[src/rtl/dispatch_unit_pkg.sv]
`default_nettype none
// ============================================================================
// Module   : dispatch_unit_pkg
// Brief    : Shared widths, reserved tag and operation encodings for dispatch
// Revision : 1.0 - initial release
// ============================================================================
package dispatch_unit_pkg;

  localparam int unsigned c_DATA_W = 32;
  localparam int unsigned c_ADDR_W = 32;
  localparam int unsigned c_ROB_W  = 4;
  localparam int unsigned c_OP_W   = 6;

  // ROB tag 0 is never allocated; it marks an operand with no producer.
  localparam logic [c_ROB_W-1:0] c_TAG_NONE = '0;

  typedef enum logic [c_OP_W-1:0] {
    OP_NOP  = 6'd0,
    OP_ADD  = 6'd1,
    OP_SUB  = 6'd2,
    OP_ADDI = 6'd3,
    OP_LW   = 6'd4,
    OP_SW   = 6'd5
  } op_e;

endpackage : dispatch_unit_pkg
`default_nettype wire

[src/rtl/dispatch_unit_if.sv]
`default_nettype none
// ============================================================================
// Module   : dispatch_unit_if
// Brief    : Decoder, regfile, ROB, CDB and issue-side signals of the dispatcher
// Revision : 1.0 - initial release
// ============================================================================
interface dispatch_unit_if
  import dispatch_unit_pkg::*;
#(
  parameter int unsigned DATA_W = c_DATA_W,
  parameter int unsigned ADDR_W = c_ADDR_W,
  parameter int unsigned ROB_W  = c_ROB_W,
  parameter int unsigned OP_W   = c_OP_W
);
  // control
  logic              rdy_in;
  logic              clear_in;
  // decoder side
  logic              inst_valid_in;
  logic              inst_ready_out;
  logic [OP_W-1:0]   op_in;
  logic              is_ls_in;
  logic [4:0]        rd_in;
  logic [4:0]        rs1_in;
  logic [4:0]        rs2_in;
  logic [DATA_W-1:0] imm_in;
  logic [ADDR_W-1:0] pos_in;
  // register file
  logic [ROB_W-1:0]  rf_q1_in;
  logic [ROB_W-1:0]  rf_q2_in;
  logic [DATA_W-1:0] rf_v1_in;
  logic [DATA_W-1:0] rf_v2_in;
  logic              rename_en_out;
  logic [4:0]        rename_rd_out;
  logic [ROB_W-1:0]  rename_tag_out;
  // reorder buffer
  logic              rob_full_in;
  logic [ROB_W-1:0]  rob_free_tag_in;
  logic              rob_alloc_out;
  logic [ROB_W-1:0]  rob_q1_out;
  logic [ROB_W-1:0]  rob_q2_out;
  logic              rob_rdy1_in;
  logic              rob_rdy2_in;
  logic [DATA_W-1:0] rob_val1_in;
  logic [DATA_W-1:0] rob_val2_in;
  // common data bus
  logic              cdb_alu_en_in;
  logic [ROB_W-1:0]  cdb_alu_tag_in;
  logic [DATA_W-1:0] cdb_alu_val_in;
  logic              cdb_lsb_en_in;
  logic [ROB_W-1:0]  cdb_lsb_tag_in;
  logic [DATA_W-1:0] cdb_lsb_val_in;
  // issue side
  logic              rs_full_in;
  logic              lsb_full_in;
  logic              rs_en_out;
  logic              lsb_en_out;
  logic [OP_W-1:0]   op_out;
  logic [DATA_W-1:0] v1_out;
  logic [DATA_W-1:0] v2_out;
  logic [DATA_W-1:0] imm_out;
  logic [ROB_W-1:0]  q1_out;
  logic [ROB_W-1:0]  q2_out;
  logic [ROB_W-1:0]  rob_id_out;
  logic [ADDR_W-1:0] pos_out;

  modport master (
    input  rdy_in, clear_in, inst_valid_in, op_in, is_ls_in, rd_in, rs1_in, rs2_in,
           imm_in, pos_in, rf_q1_in, rf_q2_in, rf_v1_in, rf_v2_in, rob_full_in,
           rob_free_tag_in, rob_rdy1_in, rob_rdy2_in, rob_val1_in, rob_val2_in,
           cdb_alu_en_in, cdb_alu_tag_in, cdb_alu_val_in, cdb_lsb_en_in,
           cdb_lsb_tag_in, cdb_lsb_val_in, rs_full_in, lsb_full_in,
    output inst_ready_out, rename_en_out, rename_rd_out, rename_tag_out, rob_alloc_out,
           rob_q1_out, rob_q2_out, rs_en_out, lsb_en_out, op_out, v1_out, v2_out,
           imm_out, q1_out, q2_out, rob_id_out, pos_out
  );

  modport slave (
    output rdy_in, clear_in, inst_valid_in, op_in, is_ls_in, rd_in, rs1_in, rs2_in,
           imm_in, pos_in, rf_q1_in, rf_q2_in, rf_v1_in, rf_v2_in, rob_full_in,
           rob_free_tag_in, rob_rdy1_in, rob_rdy2_in, rob_val1_in, rob_val2_in,
           cdb_alu_en_in, cdb_alu_tag_in, cdb_alu_val_in, cdb_lsb_en_in,
           cdb_lsb_tag_in, cdb_lsb_val_in, rs_full_in, lsb_full_in,
    input  inst_ready_out, rename_en_out, rename_rd_out, rename_tag_out, rob_alloc_out,
           rob_q1_out, rob_q2_out, rs_en_out, lsb_en_out, op_out, v1_out, v2_out,
           imm_out, q1_out, q2_out, rob_id_out, pos_out
  );

endinterface : dispatch_unit_if
`default_nettype wire

[src/rtl/dispatch_unit_operand_resolver.sv]
`default_nettype none
// ============================================================================
// Module   : dispatch_unit_operand_resolver
// Brief    : Resolves one source operand to a value or a producer tag
// Revision : 1.0 - initial release
// ============================================================================
module dispatch_unit_operand_resolver
  import dispatch_unit_pkg::*;
#(
  parameter int unsigned DATA_W = c_DATA_W,
  parameter int unsigned ROB_W  = c_ROB_W
) (
  input  wire logic [4:0]        i_rs,
  input  wire logic [ROB_W-1:0]  i_rf_q,
  input  wire logic [DATA_W-1:0] i_rf_v,
  input  wire logic              i_trk_valid,
  input  wire logic [4:0]        i_trk_rd,
  input  wire logic [ROB_W-1:0]  i_trk_tag,
  input  wire logic              i_alu_en,
  input  wire logic [ROB_W-1:0]  i_alu_tag,
  input  wire logic [DATA_W-1:0] i_alu_val,
  input  wire logic              i_lsb_en,
  input  wire logic [ROB_W-1:0]  i_lsb_tag,
  input  wire logic [DATA_W-1:0] i_lsb_val,
  input  wire logic              i_rob_rdy,
  input  wire logic [DATA_W-1:0] i_rob_val,
  output logic      [DATA_W-1:0] o_v,
  output logic      [ROB_W-1:0]  o_q
);

  // Priority chain; the tracker wins over the regfile because the previous
  // instruction's rename has not yet reached the regfile read port.
  always_comb begin
    o_v = '0;
    o_q = c_TAG_NONE;
    if (i_rs == 5'd0) begin
      o_v = '0;
      o_q = c_TAG_NONE;
    end else if (i_trk_valid && (i_trk_rd == i_rs)) begin
      o_q = i_trk_tag;
    end else if (i_rf_q == c_TAG_NONE) begin
      o_v = i_rf_v;
    end else if (i_alu_en && (i_alu_tag == i_rf_q)) begin
      o_v = i_alu_val;
    end else if (i_lsb_en && (i_lsb_tag == i_rf_q)) begin
      o_v = i_lsb_val;
    end else if (i_rob_rdy) begin
      o_v = i_rob_val;
    end else begin
      o_q = i_rf_q;
    end
  end

endmodule : dispatch_unit_operand_resolver
`default_nettype wire

[src/rtl/dispatch_unit.sv]
`default_nettype none
// ============================================================================
// Module   : dispatch_unit
// Brief    : Accepts one decoded instruction per cycle, renames rd, allocates
//            a ROB entry and issues a registered packet to the RS or LSB
// Revision : 1.0 - initial release
// ============================================================================
module dispatch_unit
  import dispatch_unit_pkg::*;
#(
  parameter int unsigned DATA_W = c_DATA_W,
  parameter int unsigned ADDR_W = c_ADDR_W,
  parameter int unsigned ROB_W  = c_ROB_W,
  parameter int unsigned OP_W   = c_OP_W
) (
  input  wire logic        clk_in,
  input  wire logic        rst_in,
  dispatch_unit_if.master  bus
);

  logic              w_route_free;
  logic              w_ready;
  logic              w_accept;
  logic [DATA_W-1:0] w_v1;
  logic [DATA_W-1:0] w_v2;
  logic [ROB_W-1:0]  w_q1;
  logic [ROB_W-1:0]  w_q2;

  logic              r_rs_en;
  logic              r_lsb_en;
  logic [OP_W-1:0]   r_op;
  logic [DATA_W-1:0] r_v1;
  logic [DATA_W-1:0] r_v2;
  logic [DATA_W-1:0] r_imm;
  logic [ROB_W-1:0]  r_q1;
  logic [ROB_W-1:0]  r_q2;
  logic [ROB_W-1:0]  r_rob_id;
  logic [ADDR_W-1:0] r_pos;
  logic              r_trk_valid;
  logic [4:0]        r_trk_rd;
  logic [ROB_W-1:0]  r_trk_tag;

  // Downstream full flags already reserve room for the packet in flight.
  assign w_route_free = bus.is_ls_in ? !bus.lsb_full_in : !bus.rs_full_in;
  assign w_ready      = bus.rdy_in && !bus.clear_in && !bus.rob_full_in && w_route_free;
  assign w_accept     = bus.inst_valid_in && w_ready;

  assign bus.inst_ready_out = w_ready;
  assign bus.rob_alloc_out  = w_accept;
  assign bus.rename_en_out  = w_accept && (bus.rd_in != 5'd0);
  assign bus.rename_rd_out  = bus.rd_in;
  assign bus.rename_tag_out = bus.rob_free_tag_in;
  assign bus.rob_q1_out     = bus.rf_q1_in;
  assign bus.rob_q2_out     = bus.rf_q2_in;

  dispatch_unit_operand_resolver #(.DATA_W(DATA_W), .ROB_W(ROB_W)) u_res1 (
    .i_rs(bus.rs1_in), .i_rf_q(bus.rf_q1_in), .i_rf_v(bus.rf_v1_in),
    .i_trk_valid(r_trk_valid), .i_trk_rd(r_trk_rd), .i_trk_tag(r_trk_tag),
    .i_alu_en(bus.cdb_alu_en_in), .i_alu_tag(bus.cdb_alu_tag_in), .i_alu_val(bus.cdb_alu_val_in),
    .i_lsb_en(bus.cdb_lsb_en_in), .i_lsb_tag(bus.cdb_lsb_tag_in), .i_lsb_val(bus.cdb_lsb_val_in),
    .i_rob_rdy(bus.rob_rdy1_in), .i_rob_val(bus.rob_val1_in),
    .o_v(w_v1), .o_q(w_q1)
  );

  dispatch_unit_operand_resolver #(.DATA_W(DATA_W), .ROB_W(ROB_W)) u_res2 (
    .i_rs(bus.rs2_in), .i_rf_q(bus.rf_q2_in), .i_rf_v(bus.rf_v2_in),
    .i_trk_valid(r_trk_valid), .i_trk_rd(r_trk_rd), .i_trk_tag(r_trk_tag),
    .i_alu_en(bus.cdb_alu_en_in), .i_alu_tag(bus.cdb_alu_tag_in), .i_alu_val(bus.cdb_alu_val_in),
    .i_lsb_en(bus.cdb_lsb_en_in), .i_lsb_tag(bus.cdb_lsb_tag_in), .i_lsb_val(bus.cdb_lsb_val_in),
    .i_rob_rdy(bus.rob_rdy2_in), .i_rob_val(bus.rob_val2_in),
    .o_v(w_v2), .o_q(w_q2)
  );

  // Issue register and last-issue tracker; a flush wins over the freeze,
  // and a freeze holds the strobes so downstream consumes the packet once.
  always_ff @(posedge clk_in) begin
    if (!rst_in) begin
      r_rs_en     <= 1'b0;
      r_lsb_en    <= 1'b0;
      r_op        <= '0;
      r_v1        <= '0;
      r_v2        <= '0;
      r_imm       <= '0;
      r_q1        <= '0;
      r_q2        <= '0;
      r_rob_id    <= '0;
      r_pos       <= '0;
      r_trk_valid <= 1'b0;
      r_trk_rd    <= '0;
      r_trk_tag   <= '0;
    end else if (bus.clear_in) begin
      r_rs_en     <= 1'b0;
      r_lsb_en    <= 1'b0;
      r_trk_valid <= 1'b0;
    end else if (bus.rdy_in) begin
      if (w_accept) begin
        r_rs_en     <= !bus.is_ls_in;
        r_lsb_en    <= bus.is_ls_in;
        r_op        <= bus.op_in;
        r_v1        <= w_v1;
        r_v2        <= w_v2;
        r_imm       <= bus.imm_in;
        r_q1        <= w_q1;
        r_q2        <= w_q2;
        r_rob_id    <= bus.rob_free_tag_in;
        r_pos       <= bus.pos_in;
        r_trk_valid <= (bus.rd_in != 5'd0);
        r_trk_rd    <= bus.rd_in;
        r_trk_tag   <= bus.rob_free_tag_in;
      end else begin
        r_rs_en     <= 1'b0;
        r_lsb_en    <= 1'b0;
        r_trk_valid <= 1'b0;
      end
    end
  end

  assign bus.rs_en_out  = r_rs_en;
  assign bus.lsb_en_out = r_lsb_en;
  assign bus.op_out     = r_op;
  assign bus.v1_out     = r_v1;
  assign bus.v2_out     = r_v2;
  assign bus.imm_out    = r_imm;
  assign bus.q1_out     = r_q1;
  assign bus.q2_out     = r_q2;
  assign bus.rob_id_out = r_rob_id;
  assign bus.pos_out    = r_pos;

endmodule : dispatch_unit
`default_nettype wire

[src/flat_wrapper.sv]
// flat-port wrapper written by rule: the top's interface ports become plain ports
module dispatch_unit_flat import dispatch_unit_pkg::*;
#(
  parameter int unsigned DATA_W = c_DATA_W,
  parameter int unsigned ADDR_W = c_ADDR_W,
  parameter int unsigned ROB_W  = c_ROB_W,
  parameter int unsigned OP_W   = c_OP_W
)
  (clk_in, rst_in, bus_rdy_in, bus_clear_in, bus_inst_valid_in, bus_op_in, bus_is_ls_in, bus_rd_in, bus_rs1_in, bus_rs2_in, bus_imm_in, bus_pos_in, bus_rf_q1_in, bus_rf_q2_in, bus_rf_v1_in, bus_rf_v2_in, bus_rob_full_in, bus_rob_free_tag_in, bus_rob_rdy1_in, bus_rob_rdy2_in, bus_rob_val1_in, bus_rob_val2_in, bus_cdb_alu_en_in, bus_cdb_alu_tag_in, bus_cdb_alu_val_in, bus_cdb_lsb_en_in, bus_cdb_lsb_tag_in, bus_cdb_lsb_val_in, bus_rs_full_in, bus_lsb_full_in, bus_inst_ready_out, bus_rename_en_out, bus_rename_rd_out, bus_rename_tag_out, bus_rob_alloc_out, bus_rob_q1_out, bus_rob_q2_out, bus_rs_en_out, bus_lsb_en_out, bus_op_out, bus_v1_out, bus_v2_out, bus_imm_out, bus_q1_out, bus_q2_out, bus_rob_id_out, bus_pos_out);
  dispatch_unit_if #(.DATA_W(DATA_W), .ADDR_W(ADDR_W), .ROB_W(ROB_W), .OP_W(OP_W)) bus_i ();
  input  wire logic clk_in;
  input  wire logic rst_in;
  input wire logic [$bits(bus_i.rdy_in)-1:0] bus_rdy_in;
  input wire logic [$bits(bus_i.clear_in)-1:0] bus_clear_in;
  input wire logic [$bits(bus_i.inst_valid_in)-1:0] bus_inst_valid_in;
  input wire logic [$bits(bus_i.op_in)-1:0] bus_op_in;
  input wire logic [$bits(bus_i.is_ls_in)-1:0] bus_is_ls_in;
  input wire logic [$bits(bus_i.rd_in)-1:0] bus_rd_in;
  input wire logic [$bits(bus_i.rs1_in)-1:0] bus_rs1_in;
  input wire logic [$bits(bus_i.rs2_in)-1:0] bus_rs2_in;
  input wire logic [$bits(bus_i.imm_in)-1:0] bus_imm_in;
  input wire logic [$bits(bus_i.pos_in)-1:0] bus_pos_in;
  input wire logic [$bits(bus_i.rf_q1_in)-1:0] bus_rf_q1_in;
  input wire logic [$bits(bus_i.rf_q2_in)-1:0] bus_rf_q2_in;
  input wire logic [$bits(bus_i.rf_v1_in)-1:0] bus_rf_v1_in;
  input wire logic [$bits(bus_i.rf_v2_in)-1:0] bus_rf_v2_in;
  input wire logic [$bits(bus_i.rob_full_in)-1:0] bus_rob_full_in;
  input wire logic [$bits(bus_i.rob_free_tag_in)-1:0] bus_rob_free_tag_in;
  input wire logic [$bits(bus_i.rob_rdy1_in)-1:0] bus_rob_rdy1_in;
  input wire logic [$bits(bus_i.rob_rdy2_in)-1:0] bus_rob_rdy2_in;
  input wire logic [$bits(bus_i.rob_val1_in)-1:0] bus_rob_val1_in;
  input wire logic [$bits(bus_i.rob_val2_in)-1:0] bus_rob_val2_in;
  input wire logic [$bits(bus_i.cdb_alu_en_in)-1:0] bus_cdb_alu_en_in;
  input wire logic [$bits(bus_i.cdb_alu_tag_in)-1:0] bus_cdb_alu_tag_in;
  input wire logic [$bits(bus_i.cdb_alu_val_in)-1:0] bus_cdb_alu_val_in;
  input wire logic [$bits(bus_i.cdb_lsb_en_in)-1:0] bus_cdb_lsb_en_in;
  input wire logic [$bits(bus_i.cdb_lsb_tag_in)-1:0] bus_cdb_lsb_tag_in;
  input wire logic [$bits(bus_i.cdb_lsb_val_in)-1:0] bus_cdb_lsb_val_in;
  input wire logic [$bits(bus_i.rs_full_in)-1:0] bus_rs_full_in;
  input wire logic [$bits(bus_i.lsb_full_in)-1:0] bus_lsb_full_in;
  output wire logic [$bits(bus_i.inst_ready_out)-1:0] bus_inst_ready_out;
  output wire logic [$bits(bus_i.rename_en_out)-1:0] bus_rename_en_out;
  output wire logic [$bits(bus_i.rename_rd_out)-1:0] bus_rename_rd_out;
  output wire logic [$bits(bus_i.rename_tag_out)-1:0] bus_rename_tag_out;
  output wire logic [$bits(bus_i.rob_alloc_out)-1:0] bus_rob_alloc_out;
  output wire logic [$bits(bus_i.rob_q1_out)-1:0] bus_rob_q1_out;
  output wire logic [$bits(bus_i.rob_q2_out)-1:0] bus_rob_q2_out;
  output wire logic [$bits(bus_i.rs_en_out)-1:0] bus_rs_en_out;
  output wire logic [$bits(bus_i.lsb_en_out)-1:0] bus_lsb_en_out;
  output wire logic [$bits(bus_i.op_out)-1:0] bus_op_out;
  output wire logic [$bits(bus_i.v1_out)-1:0] bus_v1_out;
  output wire logic [$bits(bus_i.v2_out)-1:0] bus_v2_out;
  output wire logic [$bits(bus_i.imm_out)-1:0] bus_imm_out;
  output wire logic [$bits(bus_i.q1_out)-1:0] bus_q1_out;
  output wire logic [$bits(bus_i.q2_out)-1:0] bus_q2_out;
  output wire logic [$bits(bus_i.rob_id_out)-1:0] bus_rob_id_out;
  output wire logic [$bits(bus_i.pos_out)-1:0] bus_pos_out;
  assign bus_i.rdy_in = bus_rdy_in;
  assign bus_i.clear_in = bus_clear_in;
  assign bus_i.inst_valid_in = bus_inst_valid_in;
  assign bus_i.op_in = bus_op_in;
  assign bus_i.is_ls_in = bus_is_ls_in;
  assign bus_i.rd_in = bus_rd_in;
  assign bus_i.rs1_in = bus_rs1_in;
  assign bus_i.rs2_in = bus_rs2_in;
  assign bus_i.imm_in = bus_imm_in;
  assign bus_i.pos_in = bus_pos_in;
  assign bus_i.rf_q1_in = bus_rf_q1_in;
  assign bus_i.rf_q2_in = bus_rf_q2_in;
  assign bus_i.rf_v1_in = bus_rf_v1_in;
  assign bus_i.rf_v2_in = bus_rf_v2_in;
  assign bus_i.rob_full_in = bus_rob_full_in;
  assign bus_i.rob_free_tag_in = bus_rob_free_tag_in;
  assign bus_i.rob_rdy1_in = bus_rob_rdy1_in;
  assign bus_i.rob_rdy2_in = bus_rob_rdy2_in;
  assign bus_i.rob_val1_in = bus_rob_val1_in;
  assign bus_i.rob_val2_in = bus_rob_val2_in;
  assign bus_i.cdb_alu_en_in = bus_cdb_alu_en_in;
  assign bus_i.cdb_alu_tag_in = bus_cdb_alu_tag_in;
  assign bus_i.cdb_alu_val_in = bus_cdb_alu_val_in;
  assign bus_i.cdb_lsb_en_in = bus_cdb_lsb_en_in;
  assign bus_i.cdb_lsb_tag_in = bus_cdb_lsb_tag_in;
  assign bus_i.cdb_lsb_val_in = bus_cdb_lsb_val_in;
  assign bus_i.rs_full_in = bus_rs_full_in;
  assign bus_i.lsb_full_in = bus_lsb_full_in;
  assign bus_inst_ready_out = bus_i.inst_ready_out;
  assign bus_rename_en_out = bus_i.rename_en_out;
  assign bus_rename_rd_out = bus_i.rename_rd_out;
  assign bus_rename_tag_out = bus_i.rename_tag_out;
  assign bus_rob_alloc_out = bus_i.rob_alloc_out;
  assign bus_rob_q1_out = bus_i.rob_q1_out;
  assign bus_rob_q2_out = bus_i.rob_q2_out;
  assign bus_rs_en_out = bus_i.rs_en_out;
  assign bus_lsb_en_out = bus_i.lsb_en_out;
  assign bus_op_out = bus_i.op_out;
  assign bus_v1_out = bus_i.v1_out;
  assign bus_v2_out = bus_i.v2_out;
  assign bus_imm_out = bus_i.imm_out;
  assign bus_q1_out = bus_i.q1_out;
  assign bus_q2_out = bus_i.q2_out;
  assign bus_rob_id_out = bus_i.rob_id_out;
  assign bus_pos_out = bus_i.pos_out;
  dispatch_unit #(.DATA_W(DATA_W), .ADDR_W(ADDR_W), .ROB_W(ROB_W), .OP_W(OP_W)) u_core (.clk_in(clk_in), .rst_in(rst_in), .bus(bus_i));
endmodule
[config.mk]
export PLATFORM = sky130hd
export DESIGN_NAME = dispatch_unit_flat
export DESIGN_NICKNAME = d
export VERILOG_FILES = /design/src/rtl/dispatch_unit_pkg.sv /design/src/rtl/dispatch_unit_if.sv /design/src/rtl/dispatch_unit_operand_resolver.sv /design/src/rtl/dispatch_unit.sv /design/src/flat_wrapper.sv
export SDC_FILE = /design/constraint.sdc
export NUM_CORES = 1
export LEC_CHECK = 0
export ABC_AREA = 0
export BUFFER_PORTS_ARGS = -buffer_cell sky130_fd_sc_hd__buf_2
export CAP_MARGIN = 10
export CORE_AREA = 2 2 188 190
export CTS_CLUSTER_DIAMETER = 50
export DETAILED_ROUTE_END_ITERATION = 8
export DIE_AREA = 0 0 190 192
export GPL_TIMING_DRIVEN = 0
export PLACE_DENSITY = 0.49
export SETUP_SLACK_MARGIN = 0.4
export SLEW_MARGIN = 20
export SYNTH_ARGS = -nofsm -noshare
export SYNTH_HDL_FRONTEND = slang
export SYNTH_SLANG_ARGS = --single-unit
[constraint.sdc]
create_clock -name clk_in -period 2 [get_ports clk_in]
set_clock_uncertainty 0.2 [all_clocks]
set_input_delay 0.4 -clock clk_in [delete_from_list [all_inputs] [get_ports clk_in]]
set_output_delay 0.4 -clock clk_in [all_outputs]
set_load 0.03 [all_outputs]
==> reports/results.tsv <==
stage	metric	value	unit
drt	drc_errors	0	
finish	fin_util	47.1	%
sta	finalSetupTns	-8.52	ns
critical_path	cpLargestDelayFamily	buffers and inverters	
logic_synthesis	synth_nets	1292	
clock_network	path_clk_slew	0.07	ns
sta	fin_crit_sh	111	%
floorplanning	fp.dieW	190	um
critical_path	start_kind	primary input	
sta	tightestPinTransition	0.791	ns
pwr	p_per_area	514	mW/mm^2
sta	setup_violations	71	
status	status	finished, violations left	
critical_path	crit_top_cell	buf_8	
placement	portBuffers	475	
floorplanning	start_util	22.7	%
drt	vias_per_cell	4.93	
clock_network	root_buffer	clkbuf_16	
finish	layout-drive-gt1-share	55.4	%
placement	place_inst	1912	
min_path	hp-class	in -> reg	
clock_network	cts.path.max_buffers	2	
critical_path	arrival	1.62	ns
pwr	peakVddDrop	0.602	mV
drt	drt-total-wl	47000	um
logic_synthesis	synth_top_area_share	39.6	%
critical_path	crit_slowest_cell	mux2_4	
critical_path	cp_cell_sequence	buf_8, mux2_4, nor4_4, buf_4, nand2_8, inv_6, buf_12, clkbuf_16, buf_8	
logic_synthesis	synthTopCellsByArea	dfxtp_1, nand2_1, a21boi_0, nor3_1, a211oi_1	
finish	fin_area	0.0162	mm^2
logic_synthesis	syn-cell-area	0.00779	mm^2
logic_synthesis	synth_cell_types	42	
finish	syn2layout_area_growth	107	%
finish	nNetsFinal	1996	
placement	gp_congestion	0.911	
critical_path	slowest_delay	0.30	ns
sta	drv_slew	0	
placement	placed_area	0.0109	mm^2
logic_synthesis	yosysTopAreaCell	dfxtp_1	
global_routing	grt_overflow_total	0	
sta	setup_ws	-0.222	ns
global_routing	grt_pass1_vias	10800	
floorplanning	core	0.0343	mm^2
critical_path	crit_buf_inv	6	
logic_synthesis	syn_avg_cell_area	7.93	um^2
floorplanning	dieArea	0.0365	mm^2
logic_synthesis	ys_seq_area_share	39.6	%
drt	dr.pass1.iters	5	
sta	period_minus_slack	2.22	ns
global_routing	grt_max_degree	17	
pwr	leakagePower	7.07	nW
critical_path	cp_max_fo	3	
critical_path	critPathKind	in -> out	
placement	place_hpwl	33400	um
clock_network	cts_tree	built	
critical_path	end_kind	output pin	
clock_network	htree_levels	4	
logic_synthesis	ys_ff_latch	154	
clock_network	cts_buffers	17	
clock_network	insertion_delay	0.45	ns
floorplanning	rows	68	
job	maxCapViolCount	0	
sta	maxSlewHeadroom	47.3	%
status	violations	setup timing	
global_routing	grt_usage	24.3	%
finish	final-instance-count-excl-fill	2161	
logic_synthesis	yosysWarningCount	0	
logic_synthesis	synthCells	982	
sta	hold_violations	0	
drt	dr_total_vias	10700	
drt	ant_nets	0	
global_routing	grt_pass1_wl	66000	um
critical_path	critPathRequiredTime	1.40	ns
drt	drtIter0Drc	562	
global_routing	antenna_found_initial	8	
floorplanning	fp.dieH	192	um
drt	avgRoutedWirePerCell	21.8	um
sta	rsz0062_at_grt	true	
floorplanning	pin_count	478	
clock_network	clock_sinks	154	
sta	timing.fmax	0.450	GHz
==> layer usage <==
metal / global-route usage (%) / up-vias / wire [um]
met5: 0 / - / 13
met4: 11.9 / 2 / 1850
met3: 6.60 / 100 / 3930
met2: 43.1 / 548 / 23600
met1: 26.8 / 5027 / 17600
li1: - / 4973 / -
==> layout by cell type (no fill, tap or decap), types with 13 or more instances in the layout <==
cell,Yosys,final
buf_2,7,404
clkbuf_1,80,35
buf_4,20,50
dfxtp_1,154,104
a31oi_1,31,31
dfxtp_2,0,46
nor3_1,93,70
nor3_2,0,13
clkbuf_2,0,17
a22oi_2,0,38
dlygate4sd3_1,0,132
a21boi_2,0,31
nand2_1,222,148
a211oi_2,0,15
o31ai_4,0,14
clkbuf_16,0,41
nand2_2,1,35
nor2_1,41,37
buf_8,0,18
a21boi_1,0,48
buf_6,1,84
buf_12,0,13
a221o_1,33,33
nand2_4,0,39
a211oi_1,60,45
==> flip-flops by register name, indices dropped and copies added, names as in the netlist, 5 cells and up <==
signal	flops
u_core.bus.imm_out	32
u_core.bus.pos_out	32
u_core.bus.v1_out	32
u_core.bus.v2_out	32
u_core.bus.op_out	6
u_core.r_trk_rd	5
==> Yosys cell counts <==
cell and n:
a22oi_1 38, nand4_1 3, buf_2 7, nor3b_4 1, xnor2_1 12, clkbuf_1 80, nor2b_1 1, buf_1 1
mux2_4 1, nor4_2 1, nand2b_1 4, nor3b_2 1, xor2_1 11, nand3b_1 1, nand2_1 222, buf_6 1
a21oi_1 4, inv_1 8, a222oi_1 1, inv_2 3, nor4_1 3, o31ai_1 32, a21boi_0 79, or4_1 2
a22o_1 2, a211oi_1 60, nor3_1 93, o22ai_1 1, a221o_1 33, o2111a_1 1, nor2_1 41, a21o_1 4
nand2_2 1, nand3_1 8, dfxtp_1 154, o21ai_0 5, and3_1 8, buf_4 20, o211a_4 1, nand3_2 1
nor4_4 1, a31oi_1 31
==> path summary, 6_finish.rpt <==
check	startpoint	end	slack [ns]	depth (start not counted)
max	bus_is_ls_in	bus_rob_alloc_out	-0.22	9
min	bus_pos_in[14]	u_core.bus.pos_out[14]$_SDFFE_PN0P_	0.02	3
max reg2reg	u_core.r_trk_rd[1]$_SDFFE_PN0P_	u_core.bus.v1_out[18]$_SDFFE_PN0P_	-0.19	9
min reg2reg	u_core.bus.pos_out[2]$_SDFFE_PN0P_	u_core.bus.pos_out[2]$_SDFFE_PN0P_	0.25	2
==> logic make-up after synthesis <==
| group | after synthesis | share of synthesized area [%] |
|---|---|---|
| AOI/OAI and AO/OA | 292 | 28.6 |
| xor gates and xnor gates | 23 | 2.59 |
| buffers and inverters | 120 | 6.96 |
| DFF | 154 | 39.6 |
| muxes | 1 | 0.193 |
| and+or+nand+nor | 392 | 22.0 |
==> repair_timing <==
item                                    CTS  global route
gates cloned                             14            10
resized for setup                       248           535
setup buffers                            42            12
endpoints found under the setup margin  286           303
pin swaps                                57           110
hold buffers                            131             1
endpoints found under the hold margin   131             1
==> metrics by stage <==
step                hold WS [ns]  setup WS (ns)  power (W)
finish                    0.0196         -0.222    0.00831
global route             0.00510         -0.302    0.00864
CTS                      0.00212         -0.267    0.00821
detailed placement         0.247          -1.33    0.00440
global placement           0.241          -1.36    0.00440
floorplan                  0.279         -0.490    0.00376
==> worst register-to-register path: cells and delay by family, from the launching register on <==
family	cells	cell delay (ns)
AOI/OAI and AO/OA	1	0.31
xor gates and xnor gates	1	0.15
buffers and inverters	4	0.55
DFF	1	0.33
and+or+nand+nor	3	0.54
==> cell type report <==
cell class / instances / area, um^2
diodes: 8 / 20.0
well taps: 455 / 569
plain buffers: 109 / 1060
clock inverters: 9 / 114
multi-input cells: 708 / 5480
fillers: 3315 / 18100
flip-flops and latches: 154 / 3160
repair buffers: 685 / 5220
inverters: 11 / 50.0
clock buffers: 22 / 484
==> report_power, final <==
group / leakage (nW) / internal (W) / switching (W) / total, W
clock: 0.285 / 0.00197 / 0.00148 / 0.00345
sequential: 1.27 / 0.00310 / 0.0000260 / 0.00312
combinational: 5.52 / 0.000813 / 0.000925 / 0.00174
total: 7.07 / 0.00588 / 0.00243 / 0.00831
(Power assumes the default switching activity.)
